### src/rtl/maxpool_seq_ctrl.sv
// Max-pool sequencer: windows a Qint8 stream and drives an external running-max comparator.
// Optional MAXPOOL_STALL_CNT_EN adds a saturating output-stall cycle counter.
module maxpool_seq_ctrl #(
  parameter int WIN_MAX = 16
) (
  input  logic        clk,
  input  logic        rst_n,
  input  logic        cfg_start,
  input  logic [4:0]  cfg_win_len,
  input  logic [15:0] cfg_num_win,
  output logic        busy,
  output logic        done,
  input  logic        in_valid,
  output logic        in_ready,
  input  logic [7:0]  in_data,
  output logic        cmp_en,
  output logic        cmp_init,
  output logic [7:0]  cmp_data,
  input  logic [7:0]  cmp_result,
  output logic        out_valid,
  input  logic        out_ready,
  output logic [7:0]  out_data,
  output logic [31:0] stall_cnt
);

  localparam int CW = $clog2(WIN_MAX + 1);

  typedef enum logic [1:0] {
    S_IDLE,
    S_RUN,
    S_DONE
  } state_t;

  state_t      state;
  state_t      state_nxt;

  logic [CW-1:0] win_len;
  logic [CW-1:0] elem_cnt;
  logic [15:0]   num_win;
  logic [15:0]   win_cnt;
  logic [7:0]    last_data;
  logic          out_valid_q;
  logic [7:0]    out_data_q;

  logic [CW-1:0] win_len_clamp;
  logic          start_acc;
  logic          cfg_zero;
  logic          last_win;
  logic          acc;
  logic          last_elem;
  logic          out_hs;
  logic          final_hs;

  always_comb begin
    win_len_clamp = CW'(cfg_win_len);
    if (int'(cfg_win_len) > WIN_MAX) begin
      win_len_clamp = CW'(WIN_MAX);
    end
  end

  assign start_acc = (state == S_IDLE) && cfg_start;
  assign cfg_zero  = (cfg_win_len == 5'd0) || (cfg_num_win == 16'd0);
  assign last_win  = (win_cnt == num_win);

  assign in_ready = (state == S_RUN) && !last_win
                  && (!out_valid_q || out_ready);

  assign acc       = in_valid && in_ready;
  assign last_elem = acc && (elem_cnt == win_len - CW'(1));
  assign out_hs    = out_valid_q && out_ready;
  assign final_hs  = (state == S_RUN) && last_win && out_hs;

  always_ff @(posedge clk or negedge rst_n) begin
    if (!rst_n) begin
      state <= S_IDLE;
    end else begin
      state <= state_nxt;
    end
  end

  always_comb begin
    state_nxt = state;
    unique case (state)
      S_IDLE: begin
        if (cfg_start) begin
          state_nxt = cfg_zero ? S_DONE : S_RUN;
        end
      end
      S_RUN: begin
        if (final_hs) begin
          state_nxt = S_DONE;
        end
      end
      S_DONE: begin
        state_nxt = S_IDLE;
      end
      default: begin
        state_nxt = S_IDLE;
      end
    endcase
  end

  always_ff @(posedge clk or negedge rst_n) begin
    if (!rst_n) begin
      win_len  <= '0;
      num_win  <= '0;
      elem_cnt <= '0;
      win_cnt  <= '0;
    end else if (start_acc) begin
      win_len  <= win_len_clamp;
      num_win  <= cfg_num_win;
      elem_cnt <= '0;
      win_cnt  <= '0;
    end else if (acc) begin
      if (last_elem) begin
        elem_cnt <= '0;
        win_cnt  <= win_cnt + 16'd1;
      end else begin
        elem_cnt <= elem_cnt + CW'(1);
      end
    end
  end

  // Comparator sees the held byte when idle; re-comparing it is harmless.
  always_ff @(posedge clk or negedge rst_n) begin
    if (!rst_n) begin
      last_data <= '0;
    end else if (acc) begin
      last_data <= in_data;
    end
  end

  // A one-element window bypasses the comparator: its stored max is stale.
  always_ff @(posedge clk or negedge rst_n) begin
    if (!rst_n) begin
      out_valid_q <= 1'b0;
      out_data_q  <= '0;
    end else if (last_elem) begin
      out_valid_q <= 1'b1;
      out_data_q  <= (win_len == CW'(1)) ? in_data : cmp_result;
    end else if (out_ready) begin
      out_valid_q <= 1'b0;
    end
  end

  assign cmp_en    = acc;
  assign cmp_init  = acc && (elem_cnt == '0);
  assign cmp_data  = acc ? in_data : last_data;
  assign out_valid = out_valid_q;
  assign out_data  = out_data_q;
  assign busy      = (state == S_RUN);
  assign done      = (state == S_DONE);

`ifdef MAXPOOL_STALL_CNT_EN
  logic [31:0] stall_q;

  always_ff @(posedge clk or negedge rst_n) begin
    if (!rst_n) begin
      stall_q <= '0;
    end else if (start_acc) begin
      stall_q <= '0;
    end else if (out_valid_q && !out_ready && (stall_q != 32'hFFFF_FFFF)) begin
      stall_q <= stall_q + 32'd1;
    end
  end

  assign stall_cnt = stall_q;
`else
  assign stall_cnt = 32'd0;
`endif

endmodule
### config.mk
export PLATFORM = sky130hd
export DESIGN_NAME = maxpool_seq_ctrl
export DESIGN_NICKNAME = d
export VERILOG_FILES = /design/src/rtl/maxpool_seq_ctrl.sv
export SDC_FILE = /design/constraint.sdc
export NUM_CORES = 1
export LEC_CHECK = 0
export CAP_MARGIN = 40
export CELL_PAD_IN_SITES_DETAIL_PLACEMENT = 1
export CELL_PAD_IN_SITES_GLOBAL_PLACEMENT = 2
export CORE_UTILIZATION = 30
export CTS_CLUSTER_DIAMETER = 150
export DETAILED_ROUTE_END_ITERATION = 8
export GPL_TIMING_DRIVEN = 0
export PLACE_DENSITY = 0.83
export SLEW_MARGIN = 20
export SYNTH_ARGS = -nofsm -noshare
export SYNTH_HDL_FRONTEND = slang
export SYNTH_SLANG_ARGS = --single-unit
### constraint.sdc
create_clock -name clk -period 4.56 [get_ports clk]
set_clock_uncertainty 0.15 [all_clocks]
set_input_delay 0.684 -clock clk [delete_from_list [all_inputs] [get_ports clk]]
set_output_delay 0.684 -clock clk [all_outputs]
set_load 0.01 [all_outputs]
After elaboration in Yosys (flattened, before gate mapping):

Cells that the tools add are included.

* bits in registers: 61
* bits of input ports: 42

* add/sub/neg operators: 3
* order comparisons: 1
* equality and inequality tests: 7
* multiplexer cells: 15
* reduce and logical (&&, ||, !) cells: 22

Operators by type and width (number)
* two-way mux 16 bit: 3
* two-way mux 5 bit: 4
* adder 16 x 1 -> 16 bit, second input constant: 1
* equality test 16 bit: 1
* zero test 16 bit: 1
* two-way mux 8 bit: 2
* zero test 5 bit: 2
* logical AND 1 bit: 9
* two-way mux 2 bit: 3
* nonzero test 2 bit: 3
* adder 5 x 1 -> 5 bit, second input constant: 1
* equality test 5 x 1 -> 1 bit, second input constant: 1
* equality test 5 bit: 1
* greater-than comparator 5 bit, second input constant: 1
* subtractor 5 x 1 -> 5 bit, second input constant: 1
* one-hot mux 2 bit (2 select lines): 1
* AND reduction 2 bit: 2
* equality test 2 x 1 -> 1 bit, second input constant: 1
* equality test 2 bit, second input constant: 1
* zero test 1 bit: 2
* zero test 2 bit: 1
* logical OR 1 bit: 2
* two-way mux 1 bit: 2
* != test 2 x 1 -> 1 bit, second input constant: 1
* != test 2 bit, second input constant: 1

Longest topological paths before layout:

* depth in word-level cells: 9
* depth in mapped cells: 10
* depth with buffers taken out: 8

Worst setup path before layout:

No wires, ideal clock.

* path kind: input port to output port
* start: in out_ready
* end: out cmp_data[0]
* arrival: 1.793 ns
* path slack: 1.933 ns
* cell stages on the path: 8
* cell sequence: inv_1 a21oi_1 and2_1 nand2_1 inv_1 clkbuf_1 nand2_1 nand2_1

* cells in the longest elaborated chain, start to end: 4

RTL lines
* start: declaration: line 21 `input logic out_ready,`
* logical OR 1 bit: line 66 `&& (!out_valid_q || out_ready);`
* logical AND 1 bit: line 66
* logical AND 1 bit: line 68 `assign acc = in_valid && in_ready;`
* via cmp_en: line 16 `output logic cmp_en,`
* two-way mux 8 bit
* end: declaration: line 18 `output logic [7:0] cmp_data,`

The timed path passes the listed nets, and every way through them passes these cells.

Final worst setup path:

* start: reg win_cnt[8]
* end: out cmp_data[7]

* cells in the longest elaborated chain, start to end: 6

RTL lines
* start: declaration: line 40 `logic [15:0] win_cnt;`
* start signal: assignment: line 117 `win_cnt <= win_cnt + 16'd1;`
* equality test 16 bit: line 63 `assign last_win = (win_cnt == num_win);`
* zero test 1 bit: line 65 `assign in_ready = (state == S_RUN) && !last_win`
* logical AND 1 bit: line 65
* logical AND 1 bit: line 66
* logical AND 1 bit: line 68
* two-way mux 8 bit

No other way between the ends.

==> flow_metrics.py <==
metrics = {
    "worst_setup_path": {
        "r2r-end": "win_cnt[2]$_DFFE_PN0P_",
        "critical_path.cell_chain": "xor2_1 -> nor4_1 -> nand4_1 -> nand2_1 -> inv_1 -> clkbuf_1 -> nand2_1 -> nand2_1 -> clkdlybuf4s50_1",
        "cp_data_arrival_time_ns": 3.12,
        "path_max_fanout": 10,
        "rr_worst_depth": 8,
        "number_of_buffers_and_inverters_on_the_critical_path": 3,
        "worstSetupEndpointType": "primary output",
        "worst-setup-path-type": "flop to primary output",
        "critical_path.startpoint_type": "flop",
        "worstReg2RegStart": "win_len[0]$_DFFE_PN0P_",
        "required_time_of_the_critical_path_ns": 3.73,
        "crit_slowest_cell": "nor4_1",
        "cpMostUsedCell": "nand2_1",
        "crit_family": "simple AND/OR/NAND/NOR gates",
        "timing.critical_path.slowest_cell_delay_ns": 0.57,
        "rrSetupSlack_ns": 1.88,
    },
    "clock_network": {
        "clock_insertion_delay_worst_skew_ns": 0.32,
        "path_clk_slew_ns": 0.06,
        "cts_setup_buffers": 0,
        "cts_root_buffer": "clkbuf_16",
        "number_of_clock_sinks": 61,
        "cts_inserted_buffers": 9,
        "max-clock-path-buffers": 2,
        "number_of_gates_given_a_new_drive_strength_after_cts": 0,
        "cts.htree.levels": 3,
        "tritoncts": "yes",
        "cts_hold_buffers": 0,
    },
    "pwr": {
        "pwr_density_cell_mw_per_mm2": 524,
        "irDropWorstVdd_uv": 236,
        "static-leakage-power_nw": 2.21,
    },
    "place": {
        "place_congestion": 0.819,
        "place.port_buffers": 63,
        "hpwl_um": 7160,
        "detailed_place.area_mm2": 0.00436,
    },
    "synth": {
        "proportion_of_netlist_area_held_by_the_largest_area_contributor_pct": 44.7,
        "synth_top_area_cell": "dfrtp_1",
        "yosys_warnings": 0,
        "post_syn_instances": 385,
        "synth_seq_cells": 61,
        "synth.cell_area_mm2": 0.00342,
        "ys_dominant_reg_cell": "dfrtp_1",
        "syn_avg_cell_area_um2": 8.88,
        "ys_seq_area_share_pct": 44.7,
        "asyncSetResetFlopFracSynth_pct": 100,
        "number_of_synthesized_flops_with_an_enable_pin": 0,
        "synthTopCellsByArea": "dfrtp_1 45%, nand2_1 12%, buf_4 7.3%",
        "yosys.cell_types.count": 45,
    },
    "die": {
        "core_area_mm2": 0.0110,
        "die_x_extent_um": 109,
        "design.die.area_mm2": 0.0118,
        "rows": 38,
        "ioPinCount": 96,
        "chipHeight_um": 109,
        "initial_core_utilization_pct": 31.1,
    },
    "timing": {
        "min_period_ns": 3.96,
        "finalHoldViolCount": 0,
        "max_slew.worst_pin.slew_ns": 0.717,
        "period_share_pct": 86.8,
        "max_freq_mhz": 253,
        "setup_tns_ns": 0,
        "maxSlewHeadroom_pct": 52.0,
        "rsz0062_at_grt": "no",
        "setup-violations-final": 0,
        "hold_slack_final_ns": 0.147,
        "finalMaxSlewViolations": 0,
    },
    "flow_run": {
        "drv.max_cap_violation_count": 0,
    },
    "grt": {
        "vias_in_the_first_global_route": 3092,
        "globalRouteTotalUtil_pct": 16.7,
        "number_of_antenna_violations_at_the_first_check_in_global_routing": 0,
        "grt_overflow_total": 0,
        "global_route_wire_length_before_repair_um": 15200,
        "largest_net_degree_at_the_start_of_global_routing": 33,
    },
    "cells_and_area": {
        "final_core_utilization_pct": 42.3,
        "nets": 538,
        "design_area_mm2": 0.00465,
        "flow.area_growth_from_synthesis_pct": 36.1,
        "drive_gt1_share_pct": 12.9,
        "final_cell_mix": "105 x nand2_1, 62 x clkdlybuf4s50_1, 61 x dfrtp_1",
        "final_antenna_diode_count": 0,
        "most_common_cell_after_layout_fill_and_taps_aside": "nand2_1",
    },
    "drt": {
        "drc_errors": 0,
        "avgRoutedWirePerCell_um": 14.7,
        "vias": 2990,
        "number_of_nets_with_antenna_violations_after_detailed_routing": 0,
        "drt-vias-per-instance": 4.70,
        "detail_route.wirelength_um": 9380,
        "initialDrtViolationCount": 112,
        "drt-pass1-iter-count": 4,
    },
    "worst_hold_path": {
        "worst_hold_path_type": "input pin to async pin",
    },
    "outcome": {
        "outcome": "completed",
    },
}
[cell families after synthesis]
group	Yosys count	synth area share, %
AND/OR/NAND/NOR	180	25.5
flip-flops	61	44.7
buffers and inverters	57	10.1
AO/OA/AOI/OAI	48	9.04
XOR/XNOR	25	6.41
multiplexers	8	2.34
adder cells (fa/ha/maj)	5	1.83
other	1	0.110
[cell usage after synthesis, types with 2 or more instances]
| library cell | count |
|---|---|
| o31ai_1 | 8 |
| ha_1 | 5 |
| xnor2_1 | 6 |
| a31o_2 | 3 |
| xor2_1 | 19 |
| nor2b_1 | 3 |
| nand2b_1 | 2 |
| buf_4 | 33 |
| nand2_1 | 105 |
| and3_1 | 2 |
| nor2_1 | 9 |
| a21oi_1 | 11 |
| nand3b_1 | 6 |
| dfrtp_1 | 61 |
| inv_1 | 7 |
| nor3_1 | 2 |
| and4_4 | 2 |
| mux2i_1 | 8 |
| o21ai_0 | 16 |
| clkbuf_1 | 10 |
| buf_2 | 5 |
| and2_1 | 3 |
| nor4_1 | 12 |
| nand3_1 | 13 |
| buf_1 | 2 |
| nand4_1 | 6 |
| or4_1 | 8 |
[registers in the layout, indices dropped and copies added, names as in the netlist]
name and count:
elem_cnt 5, last_data 8, num_win 16, out_data 8
out_valid 1, state 2, win_cnt 16, win_len 5
[worst max path at each step]
stage	startpoint	end	depth (start not counted)
4_1_cts	win_cnt[8]$_DFFE_PN0P_	cmp_data[4]	9
2_1_floorplan	out_ready	cmp_data[0]	8
5_1_grt	out_ready	cmp_data[4]	10
3_5_place_dp	out_ready	cmp_data[4]	10
6_report	win_cnt[8]$_DFFE_PN0P_	cmp_data[7]	9
3_3_place_gp	rst_n	num_win[11]$_DFFE_PN0P_	1
[metal layers]
| layer | up-vias | part of all wire, % | track usage, % |
|---|---|---|---|
| met4 | 0 | 2.1 | 6.85 |
| met3 | 16 | 4.0 | 2.63 |
| met5 | - | 0 | 0 |
| li1 | 1462 | - | - |
| met2 | 70 | 47 | 27.3 |
| met1 | 1442 | 47 | 22.0 |
[stage by stage]
stage,setup slack (ns),instances,total power [mW]
after floorplan,1.93,416,1.39
after global placement,0.482,619,1.75
after detailed placement,0.606,620,1.78
after CTS,0.583,636,2.47
after global routing,0.338,636,2.61
final,0.601,636,2.44
[report_power, final]
group          total (mW)  internal, mW  leakage [nW]  switching [mW]
registers           0.859         0.723         0.789           0.135
logic               0.907         0.429          1.28           0.478
clock network       0.669         0.436         0.143           0.233
[final cells by class]
cell class	count	area [µm²]
multi-input combinational	298	1660
clock buffer	12	246
inverter	7	26.3
sequential	61	1530
timing repair buffer	64	648
fill	1299	6330
clock inverter	4	47.5
tap	140	175
buffer	50	318
Power figures use the tool's default switching activity.
